## config.mk

```make
export PLATFORM = sky130hd
export DESIGN_NAME = hex_request_decoder
export DESIGN_NICKNAME = d
export VERILOG_FILES = /design/src/rtl/hex_request_decoder.sv
export SDC_FILE = /design/constraint.sdc
export NUM_CORES = 1
export LEC_CHECK = 0
export ABC_AREA = 1
export BUFFER_PORTS_ARGS = -buffer_cell sky130_fd_sc_hd__clkbuf_2
export CORE_MARGIN = 8
export CORE_UTILIZATION = 48
export CTS_BUF_LIST = sky130_fd_sc_hd__clkbuf_8
export CTS_CLUSTER_DIAMETER = 40
export CTS_CLUSTER_SIZE = 20
export DETAILED_ROUTE_END_ITERATION = 16
export GPL_ROUTABILITY_DRIVEN = 0
export PLACE_DENSITY = 0.7
export SLEW_MARGIN = 15
export SYNTH_ARGS = -nofsm -noshare
export SYNTH_HDL_FRONTEND = slang
export SYNTH_SLANG_ARGS = --single-unit
```

## constraint.sdc

```tcl
create_clock -name clk -period 1.69 [get_ports clk]
set_input_delay 0.338 -clock clk [delete_from_list [all_inputs] [get_ports clk]]
set_output_delay 0.338 -clock clk [all_outputs]
set_load 0.1 [all_outputs]
```

## src/rtl/hex_request_decoder.sv

```systemverilog
// Parses ASCII register requests ("R<4 hex>\r" / "W<4 hex><4 hex>\r") from a UART byte stream.
// Optional macro LOWERCASE_HEX_EN also accepts 'a'-'f' as hex digits.
module hex_request_decoder (
  input  logic        clk,
  input  logic        rst,
  input  logic [7:0]  data_i,
  input  logic        valid_i,
  output logic [15:0] addr_o,
  output logic [15:0] wdata_o,
  output logic [15:0] rdata_o,
  output logic        rw_o,
  output logic        valid_o,
  output logic        err_o
);

  localparam logic [7:0] CHAR_R  = 8'h52;
  localparam logic [7:0] CHAR_W  = 8'h57;
  localparam logic [7:0] CHAR_CR = 8'h0D;
  localparam logic [7:0] CHAR_LF = 8'h0A;

  typedef enum logic [1:0] {
    IDLE,
    ADDR,
    DATA,
    EOL
  } state_t;

  state_t      state_reg;
  logic [2:0]  digit_cnt_reg;
  logic [31:0] acc_reg;
  logic        rw_reg;

  logic        is_hex;
  logic [3:0]  nibble;

  always_comb begin
    is_hex = 1'b0;
    nibble = 4'd0;
    if (data_i >= 8'h30 && data_i <= 8'h39) begin
      is_hex = 1'b1;
      nibble = data_i[3:0];
    end else if (data_i >= 8'h41 && data_i <= 8'h46) begin
      is_hex = 1'b1;
      nibble = data_i[3:0] + 4'd9;
    end
`ifdef LOWERCASE_HEX_EN
    else if (data_i >= 8'h61 && data_i <= 8'h66) begin
      is_hex = 1'b1;
      nibble = data_i[3:0] + 4'd9;
    end
`endif
  end

  // The bus read-data field is unused on the request path.
  assign rdata_o = 16'h0000;

  always_ff @(posedge clk) begin
    if (rst) begin
      state_reg     <= IDLE;
      digit_cnt_reg <= 3'd0;
      acc_reg       <= 32'd0;
      rw_reg        <= 1'b0;
      addr_o        <= 16'h0000;
      wdata_o       <= 16'h0000;
      rw_o          <= 1'b0;
      valid_o       <= 1'b0;
      err_o         <= 1'b0;
    end else begin
      valid_o <= 1'b0;
      err_o   <= 1'b0;
      if (valid_i) begin
        case (state_reg)
          IDLE: begin
            digit_cnt_reg <= 3'd0;
            acc_reg       <= 32'd0;
            if (data_i == CHAR_R) begin
              state_reg <= ADDR;
              rw_reg    <= 1'b0;
            end else if (data_i == CHAR_W) begin
              state_reg <= ADDR;
              rw_reg    <= 1'b1;
            end else if (data_i != CHAR_CR && data_i != CHAR_LF) begin
              err_o <= 1'b1;
            end
          end
          ADDR, DATA: begin
            if (is_hex) begin
              acc_reg <= {acc_reg[27:0], nibble};
              if (digit_cnt_reg == 3'd3) begin
                digit_cnt_reg <= 3'd0;
                state_reg     <= (state_reg == ADDR && rw_reg) ? DATA : EOL;
              end else begin
                digit_cnt_reg <= digit_cnt_reg + 3'd1;
              end
            end else begin
              err_o         <= 1'b1;
              state_reg     <= IDLE;
              digit_cnt_reg <= 3'd0;
              acc_reg       <= 32'd0;
              rw_reg        <= 1'b0;
            end
          end
          EOL: begin
            // Writes hold addr in the upper half of the accumulator, reads in the lower half.
            if (data_i == CHAR_CR) begin
              valid_o <= 1'b1;
              rw_o    <= rw_reg;
              if (rw_reg) begin
                addr_o  <= acc_reg[31:16];
                wdata_o <= acc_reg[15:0];
              end else begin
                addr_o  <= acc_reg[15:0];
                wdata_o <= 16'h0000;
              end
            end else begin
              err_o <= 1'b1;
            end
            state_reg     <= IDLE;
            digit_cnt_reg <= 3'd0;
            acc_reg       <= 32'd0;
            rw_reg        <= 1'b0;
          end
          default: begin
            state_reg     <= IDLE;
            digit_cnt_reg <= 3'd0;
            acc_reg       <= 32'd0;
            rw_reg        <= 1'b0;
          end
        endcase
      end
    end
  end

endmodule

```

Word level (Yosys, flattened, before mapping)
Index checks and enable logic that the tools add are counted.
{"block": "totals", "regBits": 73, "in_bits": 11, "output_inout_bits": 51, "elab_cells": 69}
{"block": "classes", "addsub": 2, "order_cmp": 4, "eq_ne": 12, "muxes": 28, "n_bitwise": 2, "reduce_logical": 12}
{"operator": "$pmux W32 S2", "count": 1}
{"operator": "$mux W16", "count": 2}
{"operator": "$mux W32", "count": 1}
{"operator": "$eq A8 B7 Y1 const B", "count": 2}
{"operator": "$ne A8 B4 Y1 const B", "count": 2}
{"operator": "$mux W1", "count": 12}
{"operator": "$reduce_and A3 Y1", "count": 3}
{"operator": "$eq A8 B4 Y1 const B", "count": 1}
{"operator": "$ge A8 B6 Y1 const B", "count": 1}
{"operator": "$ge A8 B7 Y1 const B", "count": 1}
{"operator": "$le A8 B6 Y1 const B", "count": 1}
{"operator": "$le A8 B7 Y1 const B", "count": 1}
{"operator": "$mux W2", "count": 4}
{"operator": "$mux W4", "count": 2}
{"operator": "$mux W3", "count": 2}
{"operator": "$ne A3 B3 Y1 const B", "count": 2}
{"operator": "$pmux W1 S3", "count": 2}
{"operator": "$pmux W2 S3", "count": 1}
{"operator": "$pmux W3 S2", "count": 1}
{"operator": "$reduce_or A2 Y1", "count": 3}
{"operator": "$add A4 B4 Y4 const B", "count": 1}
{"operator": "$eq A2 B2 Y1 const B", "count": 2}
{"operator": "$logic_and A1 B1 Y1", "count": 4}
{"operator": "$add A3 B1 Y3 const B", "count": 1}
{"operator": "6 further kinds", "count": 7}

Longest topological paths before layout
{"block": "depth", "depth_word": 6, "ltp_mapped": 14, "ltp_nobuf": 14}

Worst setup path before layout
Ideal clock, no wire load.
{"block": "synth_path", "kind": "input port to flip-flop", "from": "input data_i[1]", "to": "register wdata_o[3]", "setup_ns": 0.070, "arrival_time_ns": 1.511, "t_required_ns": 1.620, "setup_slack_ns": 0.109, "stages": 10, "n_path_buf": 1, "path_cell_list": "inv_1 > ha_1 > inv_1 > nor2_1 > nand2_2 > clkinv_2 > nand3_4 > clkbuf_1 > nand2_1 > a21oi_2"}
{"block": "synth_via", "elab_chain_len": 2}
{"item": "start, declared", "line": "6", "source": "input logic [7:0] data_i,"}
{"item": "$eq A8 B4 Y1", "line": "105", "source": "if (data_i == CHAR_CR) begin"}
{"item": "$reduce_and A3 Y1 (no source line)"}
{"item": "end signal, assigned", "line": "110", "source": "wdata_o <= acc_reg[15:0];"}
{"item": "end, declared", "line": "9", "source": "output logic [15:0] wdata_o,"}
Every way passes these cells.
A chain may end at the register's enable or synchronous reset.

Final worst setup path
{"block": "layout_path", "from": "register state_reg[0]", "to": "register acc_reg[9]"}
{"block": "layout_via", "elab_chain_len": 3, "elab_cells_between_ends": 7, "classes_between": "eq/ne (3); mux (1); reduce/logical (3)"}
{"item": "start, declared", "line": "28", "source": "state_t state_reg;"}
{"item": "start signal, assigned", "line": "91", "source": "state_reg <= (state_reg == ADDR && rw_reg) ? DATA : EOL;"}
{"item": "$eq A2 B2 Y1, or another cell as far along", "line": "72", "source": "case (state_reg)"}
{"item": "$reduce_or A2 Y1, on equally long branches"}
{"item": "$pmux W32 S2 *", "line": "72"}
{"item": "end signal, assigned", "line": "88", "source": "acc_reg <= {acc_reg[27:0], nibble};"}
{"item": "end, declared", "line": "30", "source": "logic [31:0] acc_reg;"}
Every way passes the cells marked *; elsewhere a longest branch is shown, timed or not.

==> Flow_metrics.wiki <==
{| class="wikitable"
! Metric !! Value
|-
| Proportion of synthesized chip area in sequential cells || 0.4379
|-
| Area after DPL || approximately 3600 sq um
|-
| Site Rows || 30
|-
| Class of the tightest hold or removal check || input port to register
|-
| Async SR Flop Fraction || 0
|-
| Max-capacitance violation count || 0
|-
| Final setup violation count || 0
|-
| Data arrival time of the worst path || between 1.5 and 2 ns
|-
| CP startpoint kind || register
|-
| Final instance area || about 3900 sq um
|-
| Half-perimeter wire length after detailed placement || 5.482 mm
|-
| Number of flops mapped to enable cells by yosys || 0
|-
| Grt met2 use || 0.2665
|-
| Met3 Usage GRT || 0.03841
|-
| Max transition margin || 0.6137
|-
| Slew @ Worst Pin || about 0.58 ns
|-
| Seq pwr share || 0.480
|-
| Net switching power of the design || about 0.98 mW
|-
| GRT Residual Overflow || 0
|-
| Global-route track usage on met1 || 0.2103
|-
| Crit-path slowest cell || ha_2
|-
| Post-route core utilization || 0.5733
|-
| Most Frequent Cell on Critical Path || inv_1
|-
| Highest ir drop seen on vdd || about 0.00047 V
|-
| Worst reg2reg startpoint || state_reg[0]$_SDFFE_PP0P_
|-
| Post-layout instance count excluding filler cells || roughly 570
|-
| Period utilisation layout || 0.8989
|-
| TritonCTS clock tree || done
|-
| Buffer type at the clock tree root || clkbuf_8
|-
| Main flop type after synthesis || dfxtp_1
|-
| I/O pins || 62
|-
| Type of the setup path with the least slack || register to register
|-
| Delay of the slowest cell on the worst path || 0.38 ns
|-
| Unrepaired setup endpoints after global routing || false
|-
| Setup skew after layout || between 0.01 and 0.015 ns
|-
| Synthesized flop and latch total || 73
|-
| Max FO, Critical Path || 30
|-
| Setup total negative slack || 0 ns
|-
| Routed length per instance || between 10 and 15 um
|-
| Flip-flop count of the largest register, all copies and words added || 32
|-
| Starting density of the core || 0.4939
|-
| Via count of the first global-routing pass || 2795
|-
| Mapped Area || between 3000 and 4000 sq um
|-
| Internal power summed over all cells || roughly 2.6 mW
|-
| Initial drt markers || 255
|-
| Depth of the worst register-to-register path || 7
|-
| Port Buffers || between 40 and 50
|-
| Fmax || approximately 660 MHz
|-
| Kind of end point of the critical path || register
|-
| Remaining routing DRC violations || 0
|-
| Core Area || ~6800 sq um
|-
| Crit. Startpoint || state_reg[0]$_SDFFE_PP0P_
|-
| Setup repair bufs after CTS || 0
|-
| Antenna diode instance count || 0
|-
| Max Slew Vio Count || 0
|-
| Clock Sink Count || 73
|-
| Clock latency on the worst-skew pair || between 0.3 and 0.4 ns
|-
| Placed cells || approximately 550
|-
| All-layer global routing usage || 0.1666
|-
| Ordered list of cells on the worst path || inv_1, ha_2, nand2_1, inv_1, buf_12, nand3_1, a21oi_1
|-
| Proportion of power drawn by combinational gates || 0.089
|-
| Number of nets still failing antenna checks after routing || 0
|-
| Area enclosed by the die boundary || 9876 sq um
|-
| CTS clock-pin slew for the worst setup and hold paths || about 0.080 ns
|-
| Die outline height || 99.38 um
|-
| Start point of the worst min-delay path || valid_i
|-
| Via count || a little under 3000
|-
| Share of cells above drive strength 1 || 0.2218
|-
| LEAKAGE || 1.537 nW
|-
| Area growth syn-to-layout || 16.09%
|-
| WHS Path Cells || 3
|-
| First-pass DRT Iterations || 4
|-
| Busiest layer in global routing || met2
|-
| Number of standard cells after synthesis || between 400 and 500
|-
| Wire length reported by the detailed router || around 8.0 mm
|-
| Drt via density || approximately 5.2
|-
| Number of H-tree branching levels || 3
|-
| Die W || around 99 um
|-
| Largest net degree at the start of global routing || 53
|-
| Net switching fraction of the power || 0.2717
|-
| Final hold violations || 0
|-
| Final net count || between 500 and 600
|-
| Count of distinct cell types in the synthesized netlist || 33
|-
| Average cell area after synthesis || 7.601 sq um
|-
| Result of the run || finished, final reports clean
|-
| Wire length of the first global-routing pass || around 13 mm
|-
| Cell Pwr Density || between 900 and 1000 nW/um^2
|-
| Number of antenna violations at the first check in global routing || 0
|-
| Number of clock buffers inserted by TritonCTS || 9
|-
| Period minus WS final || roughly 1.5 ns
|-
| CTS Buffer Depth || 2
|-
| Portion of total power attributed to the clock network || 0.431
|-
| Yosys warns || 0
|-
| Required time of the critical path || about 2.0 ns
|}
## power by group through the flow
stage,sequential (mW),clock [mW],combinational [mW]
2_1_floorplan,1.77,0,0.276
3_3_place_gp,1.76,0,0.316
3_5_place_dp,1.76,0,0.318
4_1_cts,1.72,1.58,0.318
5_1_grt,1.72,1.65,0.338
6_report,1.72,1.55,0.320
## cell usage in the layout, fill, tap and decap left out, types with 2 or more instances in the layout
cell / count
clkinv_4: 2
bufinv_16: 2
nand2_2: 13
nand2_1: 117
nand3_1: 39
clkinvlp_4: 2
clkbuf_2: 45
ha_2: 2
buf_12: 5
nor2_1: 17
ha_1: 7
a21oi_2: 10
a21oi_1: 44
o21ai_0: 21
conb_1: 16
clkbuf_8: 9
dfxtp_1: 72
a31oi_1: 16
inv_1: 21
buf_4: 9
## final timing paths
check                                                     end  slack [ns]
worst max-delay path                  acc_reg[9]$_SDFFE_PP0P_        0.17
worst min-delay path                         err_o$_SDFF_PP0_        0.32
worst max register to register        acc_reg[9]$_SDFFE_PP0P_        0.17
worst min register to register  digit_cnt_reg[2]$_SDFFE_PP0P_        0.44
## critical path, delay by kind of cell, from the launching register on
kind	cells	cell delay (ns)
AO/OA/AOI/OAI	1	0.16
adder cells (fa/ha/maj)	1	0.38
AND/OR/NAND/NOR	2	0.16
buffers and inverters	3	0.39
flip-flops	1	0.36
## synthesized netlist by cell type, drive strengths merged, types with 2 or more instances
master | n | area (sq um)
a21oi | 54 | 307.8
o21ai | 21 | 105.1
nor3 | 2 | 21.27
buf | 28 | 193.9
ha | 9 | 112.6
clkbuf | 14 | 52.55
nand2 | 130 | 520.5
inv | 22 | 82.58
a31oi | 16 | 100.1
dfxtp | 73 | 1461
nand3 | 40 | 212.7
nor2 | 20 | 101.4
clkinv | 2 | 8.750
## kinds of logic (layout without fill, tap and decap cells)
group	Yosys count	count (layout)	share of synthesized area
other	1	16	0.001124
DFF	73	73	0.4379
xor gates and xnor gates	1	1	0.002625
AOI/OAI and AO/OA	95	95	0.1631
and+or+nand+nor	194	194	0.2602
buffers and inverters	66	99	0.1012
adders and majority gates	9	9	0.03375
## repair_timing
action | 4_1_cts | 5_1_grt
hold endpoints to repair | 0 | 0
gates resized for setup | 0 | 3
hold buffers | 0 | 0
endpoints found under the setup margin | 0 | 8
## through the flow
step	power, mW	setup slack, ns	hold WS [ns]
6_report	3.593	0.1709	0.3235
5_1_grt	3.716	0.02160	0.3354
4_1_cts	3.620	0.1088	0.3086
3_5_place_dp	2.082	-0.07884	0.4311
3_3_place_gp	2.080	-0.00001543	0.4284
2_1_floorplan	2.050	0.1092	0.4173
## per-layer routing
| metal | share of wire | vias up |
|---|---|---|
| li1 | - | 1492 |
| met1 | 0.44 | 1361 |
| met2 | 0.47 | 97 |
| met3 | 0.079 | 12 |
| met4 | 0.016 | 0 |
| met5 | 0 | - |
## area by class of cell
type                       count  area [sq um]
clock buffer                   9         123.9
clock inverter                 7         103.9
fill                         659          2883
inverter                      24         91.34
multi-input combinational    315          1599
sequential                    73          1463
tap                           80         100.1
timing repair buffer          59         392.9
No activity file was read; power rests on OpenSTA's default activity.
